<file path="config.mk">
export PLATFORM = sky130hd
export DESIGN_NAME = mem_arbiter
export DESIGN_NICKNAME = d
export VERILOG_FILES = /design/src/rtl/mem_arbiter.sv
export SDC_FILE = /design/constraint.sdc
export NUM_CORES = 1
export LEC_CHECK = 0
export CAP_MARGIN = 20
export CORE_AREA = 2 2 104 106
export CTS_CLUSTER_DIAMETER = 150
export DETAILED_ROUTE_END_ITERATION = 10
export DIE_AREA = 0 0 106 108
export PLACE_DENSITY = 0.79
export REMOVE_ABC_BUFFERS = 1
export SLEW_MARGIN = 20
export SYNTH_ARGS = -nofsm -noshare
export SYNTH_HDL_FRONTEND = slang
export SYNTH_SLANG_ARGS = --single-unit
export TNS_END_PERCENT = 5
</file>
<file path="constraint.sdc">
create_clock -name clk_i -period 1.6 [get_ports clk_i]
set_input_delay 0.24 -clock clk_i [delete_from_list [all_inputs] [get_ports clk_i]]
set_output_delay 0.24 -clock clk_i [all_outputs]
set_load 0.03 [all_outputs]
</file>
<file path="src/rtl/mem_arbiter.sv">
// mem_arbiter: two-port (imem/dmem) to one-port memory arbiter; define MEM_ARB_ROUND_ROBIN_EN for round-robin tie breaking
package simple_processor_pkg;
  localparam int ADDR_WIDTH = 32;
  localparam int DATA_WIDTH = 32;
endpackage

module mem_arbiter #(
  parameter int ADDR_WIDTH = simple_processor_pkg::ADDR_WIDTH,
  parameter int DATA_WIDTH = simple_processor_pkg::DATA_WIDTH
) (
  input  logic                  clk_i,
  input  logic                  arst_ni,
  input  logic                  imem_req_i,
  input  logic [ADDR_WIDTH-1:0] imem_addr_i,
  output logic [DATA_WIDTH-1:0] imem_rdata_o,
  output logic                  imem_ack_o,
  input  logic                  dmem_req_i,
  input  logic                  dmem_we_i,
  input  logic [ADDR_WIDTH-1:0] dmem_addr_i,
  input  logic [DATA_WIDTH-1:0] dmem_wdata_i,
  output logic [DATA_WIDTH-1:0] dmem_rdata_o,
  output logic                  dmem_ack_o,
  output logic                  mem_req_o,
  output logic                  mem_we_o,
  output logic [ADDR_WIDTH-1:0] mem_addr_o,
  output logic [DATA_WIDTH-1:0] mem_wdata_o,
  input  logic [DATA_WIDTH-1:0] mem_rdata_i,
  input  logic                  mem_ack_i,
  output logic [1:0]            grant_o
);
  typedef enum logic [1:0] {IDLE = 2'b00, GNT_I = 2'b01, GNT_D = 2'b10} state_t;
  state_t                  state_q, state_d;
  logic                    req_d, we_d, start, pick_d;
  logic [ADDR_WIDTH-1:0]   addr_d;
  logic [DATA_WIDTH-1:0]   wdata_d;
  assign start = (state_q == IDLE) & (imem_req_i | dmem_req_i);
`ifdef MEM_ARB_ROUND_ROBIN_EN
  logic last_q;
  assign pick_d = dmem_req_i & (~imem_req_i | ~last_q);
  // Remember who won the latest grant (1 = data) so the other side wins the next tie
  always_ff @(posedge clk_i or negedge arst_ni)
    if (!arst_ni) last_q <= 1'b0;
    else if (start) last_q <= pick_d;
`else
  assign pick_d = dmem_req_i;
`endif
  // Grant the winner from IDLE, hold the command until the memory acks, then return to IDLE
  always_comb begin
    state_d = state_q;
    req_d   = mem_req_o;
    we_d    = mem_we_o;
    addr_d  = mem_addr_o;
    wdata_d = mem_wdata_o;
    if (start) begin
      state_d = pick_d ? GNT_D : GNT_I;
      req_d   = 1'b1;
      we_d    = pick_d & dmem_we_i;
      addr_d  = pick_d ? dmem_addr_i : imem_addr_i;
      wdata_d = pick_d ? dmem_wdata_i : '0;
    end else if (state_q != IDLE && mem_ack_i) begin
      state_d = IDLE;
      req_d   = 1'b0;
      we_d    = 1'b0;
    end
  end
  // State and registered memory-side command
  always_ff @(posedge clk_i or negedge arst_ni)
    if (!arst_ni) begin
      state_q     <= IDLE;
      mem_req_o   <= 1'b0;
      mem_we_o    <= 1'b0;
      mem_addr_o  <= '0;
      mem_wdata_o <= '0;
    end else begin
      state_q     <= state_d;
      mem_req_o   <= req_d;
      mem_we_o    <= we_d;
      mem_addr_o  <= addr_d;
      mem_wdata_o <= wdata_d;
    end
  assign imem_ack_o   = (state_q == GNT_I) & mem_ack_i;
  assign dmem_ack_o   = (state_q == GNT_D) & mem_ack_i;
  assign imem_rdata_o = imem_ack_o ? mem_rdata_i : '0;
  assign dmem_rdata_o = dmem_ack_o ? mem_rdata_i : '0;
  assign grant_o      = state_q;
endmodule

</file>
==> impl_metrics.env, run 1 <==
export IMPL_cpMostUsedCell="buf_4"
export IMPL_avgSynthCellArea_um2=13.0
export IMPL_grt_max_degree=69
export IMPL_final_common_cell="clkdlybuf4s50_1"
export IMPL_cts_buffer_depth=2
export IMPL_min_period_ns=1.75
export IMPL_layout_nets=680
export IMPL_root_buffer="clkbuf_8"
export IMPL_cts_sinks=68
export IMPL_dr_pass1_iters=4
export IMPL_die_area_um2=11400
export IMPL_wl_met2_um=6630
export IMPL_cts_tree="built"
export IMPL_die_x_um=106
export IMPL_antenna_found_initial=2
export IMPL_io_buffers=267
export IMPL_final_cell_mix="clkdlybuf4s50_1, dlygate4sd2_1, dfrtp_1"
export IMPL_cp_end_kind="flip-flop"
export IMPL_rows=37
export IMPL_wl_um=12000
export IMPL_drt_initial_drc_count=170
export IMPL_slew_headroom_pct=74.9
export IMPL_ys_types=21
export IMPL_p_leak_nw=3.16
export IMPL_finalClockSkew_ns=0.00925
export IMPL_htreeDepth=3
export IMPL_max_freq_mhz=570
export IMPL_cts_clk_slew_worst_paths_ns=0.08
export IMPL_finalSetupViolCount=121
export IMPL_cpPeakStageDelay_ns=0.42
export IMPL_grtUsageTotal_pct=20.5
export IMPL_critical_path_required_ns=1.81
export IMPL_synth_warnings=0
export IMPL_grt_pass1_wl_um=18200
export IMPL_yosysSeqAreaShare_pct=49.7
export IMPL_slew_violations=0
export IMPL_violations="negative setup slack"
export IMPL_grt_overflow=0
export IMPL_synthesis_area_um2=3430
export IMPL_rsz0062_at_grt="true"
export IMPL_drive_gt1_share_pct=37.4
export IMPL_via_count=3190
export IMPL_worstPathMaxFanout=20
export IMPL_die_y_um=108
export IMPL_utilization_pct=64.8
export IMPL_wl_per_cell_um=17.5
export IMPL_antenna_left=0
export IMPL_drt_drc_violations_left=0
export IMPL_hold_class="in2async"
export IMPL_min_period_over_period_pct=110
export IMPL_status="complete, but fails checks"
export IMPL_cp_start_kind="flip-flop"
export IMPL_whs_ns=0.463
export IMPL_core_area_um2=10200
export IMPL_hpwlAfterDp_um=9250
export IMPL_cap_violations=0
export IMPL_place_congestion=0.827
export IMPL_hold_viol=0
export IMPL_reg2reg_slack_ns=-0.15
export IMPL_start_util_pct=33.5
export IMPL_wl_met1_um=4270
export IMPL_finish_instance_area_um2=6630
export IMPL_dpl_instance_area_um2=6210
export IMPL_ys_seq_elements=68
export IMPL_clk_latency_ns=0.32
export IMPL_fin_ws_ns=-0.154
export IMPL_grt_pass1_vias=3479
export IMPL_cts_buffers_inserted=9
export IMPL_power_density_nw_per_um2=1540
export IMPL_routed_top_layer="met4"
export IMPL_cp_cell_sequence="buf_4 -> buf_4 -> buf_6 -> nor2_4 -> o21a_4 -> buf_12 -> mux2_2"
export IMPL_ff2ff_path_depth=7
export IMPL_syn_inst=263
export IMPL_peakVddDrop_mv=0.952
export IMPL_critPathKind="reg2reg"
export IMPL_cp_arrival_ns=1.96
export IMPL_via_per_inst=4.63
export IMPL_pin_count=268
export IMPL_cpMaxStageDelayCell="dfrtp_2"
export IMPL_syn2layout_area_growth_pct=93.5
export IMPL_wl_met3_um=815
export IMPL_tightestPinTransition_ns=0.378
==> cell usage after synthesis <==
master      n  share of area [%]
nor2_1      1               0.11
o22a_1      1               0.26
nor3b_2     1               0.37
o21ai_1     1               0.15
dfrtp_1    68                 50
clkbuf_1    6               0.66
o21ai_0     1               0.15
inv_1       1               0.11
nor2_2      1               0.18
mux2_4     29                 13
buf_2      11                1.6
a21o_1      1               0.22
nand2_1     1               0.11
o2bb2ai_1   1               0.26
a22o_1     33                8.4
or4_1       1               0.22
buf_4       1               0.22
and2_1     65                 12
mux2_2     35                 12
o21a_1      1               0.22
buf_6       3               0.99
==> sequential cells by signal (all words and copies together) (netlist names) <==
register and flops:
mem_wdata_o 32, mem_req_o 1, grant_o 2, mem_addr_o 32, mem_we_o 1
==> worst paths after layout <==
kind                       startpoint              to
min in group clk_i          mem_ack_i        mem_we_o
hold / removal                arst_ni   mem_addr_o[8]
hold reg to reg             mem_req_o       mem_req_o
max in group asynchronous     arst_ni      grant_o[1]
setup reg to reg           grant_o[1]  mem_addr_o[14]
setup / recovery           grant_o[1]  mem_addr_o[14]
==> layout make-up <==
class / count / area [um2]
Antenna cell: 2 / 5.00
Fill cell: 829 / 3600
Clock buffer: 12 / 145
Sequential cell: 68 / 1700
Timing Repair Buffer: 293 / 2850
Tap cell: 136 / 170
Clock inverter: 4 / 48.8
Multi-Input combinational cell: 173 / 1700
Inverter: 1 / 3.75
==> where the power goes <==
group | total (W) | internal (W) | switching [W]
registers | 0.00296 | 0.00252 | 0.000441
clock network | 0.00140 | 0.000763 | 0.000637
logic | 0.00587 | 0.00261 | 0.00326
==> per-layer routing <==
metal  GRT usage (%)  up-vias
met3            6.15       18
li1                -     1490
met1            20.9     1540
met2            39.4      142
met4            7.24        0
met5               0        -
==> cells by family after synthesis <==
logic type	count (synthesis)	synth area share, %
multiplexers	64	24.2
flip-flops	68	49.7
AO/OA/AOI/OAI	39	9.68
buffers and inverters	22	3.58
AND/OR/NAND/NOR	70	12.9
==> per-stage QoR <==
stage | instances | total power (W) | TNS [ns] | worst slack (ns)
floorplan | 242 | 0.00636 | -80.08 | -0.865
global placement | 663 | 0.00911 | -13.69 | -0.170
detailed placement | 663 | 0.00921 | -16.67 | -0.184
CTS | 687 | 0.0102 | -6.12 | -0.164
global route | 688 | 0.0107 | -20.47 | -0.257
finish | 689 | 0.0102 | -10.89 | -0.154
==> worst max-delay path, delay by kind of cell (launching register included) <==
family / cells / cell delay (ns)
muxes: 1 / 0.35
buffers and inverters: 4 / 0.57
and+or+nand+nor: 1 / 0.12
AOI/OAI and AO/OA: 1 / 0.17
DFF: 1 / 0.42
==> repair_timing <==
item	4_1_cts	5_1_grt
pin swaps	4	43
resized for setup	120	30
endpoints found under the hold margin	68	0
hold buffers	1	0
gates cloned	2	0
endpoints found under the setup margin	134	69
buffers inserted	5	2
Power figures use the tool's default switching activity.
==> run 2: changes to the inputs <==
--- a/config.mk
+++ b/config.mk
@@ -5,12 +5,13 @@
 export SDC_FILE = /design/constraint.sdc
 export NUM_CORES = 1
 export LEC_CHECK = 0
+export ABC_AREA = 1
 export CAP_MARGIN = 20
 export CORE_AREA = 2 2 104 106
 export CTS_CLUSTER_DIAMETER = 150
 export DETAILED_ROUTE_END_ITERATION = 10
 export DIE_AREA = 0 0 106 108
-export PLACE_DENSITY = 0.79
+export PLACE_DENSITY = 0.8
 export REMOVE_ABC_BUFFERS = 1
 export SLEW_MARGIN = 20
 export SYNTH_ARGS = -nofsm -noshare
==> impl_metrics.env, run 2 <==
export IMPL_status="complete, but fails checks"
export IMPL_violations="negative setup slack"
export IMPL_insertedDiodeCount=0
export IMPL_antenna_left=0
export IMPL_syn2layout_area_growth_pct=92.9
export IMPL_wl_met3_um=1250
export IMPL_synth_compound_area_share_pct=0.615
export IMPL_synth_xor_area_share_pct=0
export IMPL_peakVddDrop_mv=0.656
export IMPL_grt_pass1_wl_um=20300
export IMPL_p_int_w=0.00539
export IMPL_slew_violations=0
export IMPL_pre_cts_slack_ns=-0.0573
export IMPL_p_comb_share_pct=55.7
export IMPL_finalSetupViolCount=66
export IMPL_antenna_found_initial=0
export IMPL_sequentialPowerShare_pct=28.8
export IMPL_yosysSeqAreaShare_pct=49.2
export IMPL_io_buffers=267
export IMPL_wl_per_cell_um=14.6
export IMPL_synth_commonest_cells="nand2_1, dfrtp_1, nor2_1"
export IMPL_grt_pass1_vias=4095
export IMPL_synth_edf_count=0
export IMPL_via_count=4165
export IMPL_min_period_over_period_pct=112
export IMPL_via_per_inst=4.56
export IMPL_die_y_um=108
export IMPL_drive_gt1_share_pct=18.4
export IMPL_synth_simple_area_share_pct=41.1
export IMPL_syn_inst=504
export IMPL_yosysMostFrequentCell="nand2_1"
export IMPL_worstPathMaxFanout=17
export IMPL_grt_max_degree=69
export IMPL_min_period_ns=1.79
export IMPL_fin_ws_ns=-0.190
export IMPL_cts_sinks=68
export IMPL_utilization_pct=65.2
export IMPL_cp_arrival_ns=1.55
export IMPL_finalClockSkew_ns=0.0116
export IMPL_hold_viol=0
export IMPL_clk_latency_ns=0.34
export IMPL_cts_tree="built"
export IMPL_synth_top_family_by_area="simple AND/OR/NAND/NOR gates"
export IMPL_synthMuxAreaShare_pct=0
export IMPL_die_area_um2=11400
export IMPL_critPathKind="reg2out"
export IMPL_pin_count=268
export IMPL_slew_headroom_pct=75.3
export IMPL_wl_met2_um=6770
export IMPL_dr_pass1_iters=4
export IMPL_critical_path_required_ns=1.36
export IMPL_root_buffer="clkbuf_8"
export IMPL_cts_buffers_inserted=9
export IMPL_drt_initial_drc_count=324
export IMPL_start_util_pct=33.8
export IMPL_synthTopCellsByArea="dfrtp_1, nand2_1, nor2_1, nand3_1, inv_1"
export IMPL_layout_nets=907
export IMPL_synthesis_area_um2=3460
export IMPL_htreeDepth=3
export IMPL_synthFlopType="dfrtp_1"
export IMPL_tightestPinTransition_ns=0.371
export IMPL_cp_end_kind="output pin"
export IMPL_routed_top_layer="met4"
export IMPL_wl_met1_um=4870
export IMPL_async_flop_share_pct=100
export IMPL_final_common_cell="nand2_1"
export IMPL_clock_power_share_pct=15.5
export IMPL_ys_types=14
export IMPL_cts_buffer_depth=2
export IMPL_grt_overflow=0
export IMPL_synth_warnings=0
export IMPL_cp_start_kind="flip-flop"
export IMPL_synth_top_area_share_pct=49.2
export IMPL_rows=37
export IMPL_p_leak_nw=3.66
export IMPL_ys_seq_elements=68
export IMPL_drt_drc_violations_left=0
export IMPL_hold_class="in2async"
export IMPL_final_cell_mix="nand2_1, clkdlybuf4s50_1, dfrtp_1, dlygate4sd2_1, buf_4"
export IMPL_max_freq_mhz=559
export IMPL_hpwlAfterDp_um=9450
export IMPL_switching_power_w=0.00470
export IMPL_grtUsageTotal_pct=22.7
export IMPL_fillers=881
export IMPL_cap_violations=0
export IMPL_wl_um=13400
export IMPL_synth_top_area_cell="dfrtp_1"
export IMPL_avgSynthCellArea_um2=6.86
export IMPL_swShare_pct=46.6
export IMPL_core_area_um2=10200
export IMPL_synth_fa_ha_area_share_pct=0
export IMPL_rsz0062_at_grt="true"
export IMPL_power_density_nw_per_um2=1510
export IMPL_cts_clk_slew_worst_paths_ns=0.07
export IMPL_die_x_um=106
export IMPL_place_congestion=0.791
==> run 2: cell types whose count changed after synthesis, sizes merged, moves of 8 or more <==
cell	previous run	this run
buf	15	23
a22o	33	0
nand3	0	36
nor2	2	66
and2	65	0
mux2	64	0
inv	1	39
nand2	1	262
==> run 2: per-stage QoR <==
step | hold slack [ns] | std cells | setup TNS (ns) | power (W) | instance area, um2
4_1_cts | 0.426 | 914 | -3.87 | 0.0101 | 6560
6_report | 0.433 | 914 | -5.14 | 0.0101 | 6670
2_1_floorplan | -0.0556 | 474 | -72.62 | 0.00594 | 3290
3_5_place_dp | 0.291 | 890 | -0.547 | 0.00886 | 6150
3_3_place_gp | 0.285 | 890 | -0.108 | 0.00875 | 6150
5_1_grt | 0.442 | 914 | -10.31 | 0.0107 | 6670
==> run 2: cell type report <==
cell class	count	area, um2	share of cell area, %
clock buffers	12	145	2.18
clock inverters	4	72.6	1.09
inverters	39	146	2.20
multi-input cells	367	1610	24.1
flip-flops and latches	68	1700	25.5
well taps	136	170	2.55
repair buffers	288	2830	42.4
==> run 2: power groups by stage <==
| stage | sequential, W | combinational (W) | clock [W] |
|---|---|---|---|
| floorplan | 0.00453 | 0.00141 | 0 |
| global placement | 0.00294 | 0.00582 | 0 |
| detailed placement | 0.00298 | 0.00588 | 0 |
| CTS | 0.00291 | 0.00559 | 0.00161 |
| global route | 0.00301 | 0.00601 | 0.00168 |
| finish | 0.00291 | 0.00562 | 0.00157 |
==> run 2: repair_timing <==
| action | 4_1_cts | 5_1_grt |
|---|---|---|
| cloned | 2 | 0 |
| endpoints found under the hold margin | 68 | 0 |
| setup endpoints to repair | 132 | 66 |
| hold buffers | 1 | 0 |
| gates resized for setup | 120 | 29 |
| buffers inserted | 5 | 0 |
==> run 2: layer usage <==
layer,global-route usage [%],vias to the layer above
li1,-,2028
met1,23.7,1891
met2,41.3,210
met3,8.68,36
met4,9.12,0
met5,0,-
==> run 2: worst max-delay path, cell delays in order, from the launching register on <==
cell and delay (ns):
dfrtp_1 0.41, buf_4 0.14, nand3_4 0.10, buf_12 0.18, nor2_1 0.17, buf_4 0.20
==> run 2: logic make-up after synthesis <==
family                 count (synthesis)
AOI/OAI and AO/OA                      3
buffers and inverters                 69
DFF                                   68
and+or+nand+nor                      364
==> run 2: path summary, 6_finish.rpt <==
check | start | endpoint | slack [ns] | cells past startpoint
max in group asynchronous | arst_ni | grant_o[1] | 0.84 | 3
worst min-delay path | arst_ni | mem_addr_o[25] | 0.43 | 3
worst max register to register | grant_o[1] | mem_wdata_o[20] | 0.13 | 6
min in group clk_i | dmem_wdata_i[2] | mem_wdata_o[2] | 0.45 | 3
worst max-delay path | grant_o[0] | imem_rdata_o[20] | -0.19 | 5
worst min register to register | mem_wdata_o[29] | mem_wdata_o[29] | 0.47 | 2
==> run 3: changes to the inputs <==
--- a/config.mk
+++ b/config.mk
@@ -11,7 +11,8 @@
 export CTS_CLUSTER_DIAMETER = 150
 export DETAILED_ROUTE_END_ITERATION = 10
 export DIE_AREA = 0 0 106 108
-export PLACE_DENSITY = 0.8
+export DONT_BUFFER_PORTS = 1
+export PLACE_DENSITY = 0.46
 export REMOVE_ABC_BUFFERS = 1
 export SLEW_MARGIN = 20
 export SYNTH_ARGS = -nofsm -noshare
==> impl_metrics.env, run 3 (synthesized netlist as in run 2, its figures left out) <==
export IMPL_drt_initial_drc_count=200
export IMPL_max_freq_mhz=604
export IMPL_critPathKind="reg2out"
export IMPL_worstPathMaxFanout=17
export IMPL_wl_per_cell_um=16.0
export IMPL_drive_gt1_share_pct=26.2
export IMPL_grtUsageTotal_pct=19.2
export IMPL_final_cell_mix="nand2_1, dfrtp_1, buf_6"
export IMPL_p_total_w=0.00856
export IMPL_core_area_um2=10200
export IMPL_layout_nets=702
export IMPL_cp_start_kind="flip-flop"
export IMPL_cts_tree="built"
export IMPL_cp_end_kind="output pin"
export IMPL_grt_pass1_wl_um=17200
export IMPL_utilization_pct=45.7
export IMPL_dr_pass1_iters=4
export IMPL_layout_cells_non_filler=708
export IMPL_hpwlAfterDp_um=7720
export IMPL_cts_sinks=68
export IMPL_via_per_inst=4.68
export IMPL_fin_ws_ns=-0.0558
export IMPL_cap_violations=0
export IMPL_root_buffer="clkbuf_8"
export IMPL_finalSetupViolCount=64
export IMPL_finalClockSkew_ns=0.00839
export IMPL_antenna_found_initial=0
export IMPL_hold_buffers=2
export IMPL_violations="negative hold slack, negative setup slack"
export IMPL_min_period_ns=1.66
export IMPL_finish_instance_area_um2=4680
export IMPL_die_y_um=108
export IMPL_via_count=3314
export IMPL_cpMaxStageDelayCell="dfrtp_2"
export IMPL_start_util_pct=33.8
export IMPL_rows=37
export IMPL_status="complete, but fails checks"
export IMPL_cp_arrival_ns=1.42
export IMPL_slew_headroom_pct=72.0
export IMPL_whs_ns=-0.413
export IMPL_r2r_start="grant_o[1]"
export IMPL_power_density_nw_per_um2=1830
export IMPL_syn2layout_area_growth_pct=35.4
export IMPL_antenna_left=0
export IMPL_io_buffers=0
export IMPL_dpl_instance_area_um2=4060
export IMPL_reg2reg_slack_ns=0.11
export IMPL_peakVddDrop_mv=0.729
export IMPL_min_period_over_period_pct=103
export IMPL_cts_buffer_depth=2
export IMPL_critical_path_required_ns=1.36
export IMPL_cpPeakStageDelay_ns=0.42
export IMPL_hold_viol=68
export IMPL_die_area_um2=11400
export IMPL_p_leak_nw=2.66
export IMPL_final_common_cell="nand2_1"
export IMPL_tightestPinTransition_ns=0.420
export IMPL_place_congestion=0.715
export IMPL_grt_overflow=0
export IMPL_clk_latency_ns=0.34
export IMPL_die_x_um=106
export IMPL_fillers=1058
export IMPL_hold_class="in2async"
export IMPL_ff2ff_path_depth=7
export IMPL_grt_pass1_vias=3323
export IMPL_grt_max_degree=69
export IMPL_cts_clk_slew_worst_paths_ns=0.08
export IMPL_cp_cell_sequence="inv_2 -> nand3_4 -> buf_12 -> nor2_1 -> buf_4"
export IMPL_dp_cells=685
export IMPL_rsz0062_at_grt="true"
export IMPL_slew_violations=0
export IMPL_pin_count=268
export IMPL_htreeDepth=3
export IMPL_cts_buffers_inserted=9
export IMPL_rr_endpoint="mem_addr_o[9]"
export IMPL_insertedDiodeCount=0
export IMPL_drt_drc_violations_left=0
export IMPL_wl_um=11300
[run 3: worst max path at each step]
| stage | startpoint | endpoint | slack [ns] | cells after the start |
|---|---|---|---|---|
| 6_report | grant_o[0] | dmem_rdata_o[23] | -0.06 | 5 |
| 5_1_grt | grant_o[0] | dmem_rdata_o[14] | -0.14 | 5 |
| 4_1_cts | grant_o[0] | dmem_rdata_o[23] | -0.07 | 5 |
| 3_5_place_dp | grant_o[0] | dmem_rdata_o[20] | 0.23 | 5 |
| 3_3_place_gp | grant_o[1] | imem_rdata_o[27] | 0.24 | 5 |
| 2_1_floorplan | grant_o[0] | mem_addr_o[0] | -0.75 | 5 |
[run 3: power breakdown]
group	leakage [nW]	internal [W]	total, W	switching (W)
logic	1.70	0.000902	0.00240	0.00150
clock network	0.103	0.000842	0.00146	0.000616
registers	0.854	0.00248	0.00470	0.00222
[run 3: final cells by class]
| class | instances | area, um2 | area share, % |
|---|---|---|---|
| Clock buffer | 14 | 173 | 3.69 |
| Clock inverter | 1 | 30.0 | 0.642 |
| Tap cell | 136 | 170 | 3.64 |
| Inverter | 39 | 146 | 3.13 |
| Multi-Input combinational cell | 367 | 1580 | 33.8 |
| Timing Repair Buffer | 83 | 875 | 18.7 |
| Sequential cell | 68 | 1700 | 36.4 |
[run 3: per-stage QoR]
step	setup slack (ns)	TNS (ns)	hold WS, ns
after floorplan	-0.751	-72.62	-0.0556
after global placement	0.236	0	-0.0542
after detailed placement	0.225	0	-0.0543
after CTS	-0.0652	-2.25	-0.435
after global routing	-0.139	-6.10	-0.449
final	-0.0558	-1.19	-0.413
[run 3: per-layer routing]
layer / share of wire, % / global-route usage [%]
met5: 0 / 0
met4: 2.3 / 6.02
met3: 9.4 / 7.66
met2: 47 / 31.4
met1: 41 / 23.5
[run 3: repair_timing]
| item | CTS | global route |
|---|---|---|
| pin swaps | 1 | 0 |
| setup endpoints to repair | 66 | 66 |
| buffers inserted | 4 | 0 |
| gates cloned | 2 | 0 |
| endpoints found under the hold margin | 70 | 68 |
| resized for setup | 67 | 34 |
[run 3: worst max-delay path, delay by kind of cell (launching register included)]
| family | cells | cell delay (ns) |
|---|---|---|
| flops | 1 | 0.42 |
| buf+inv | 3 | 0.43 |
| simple gates | 2 | 0.22 |
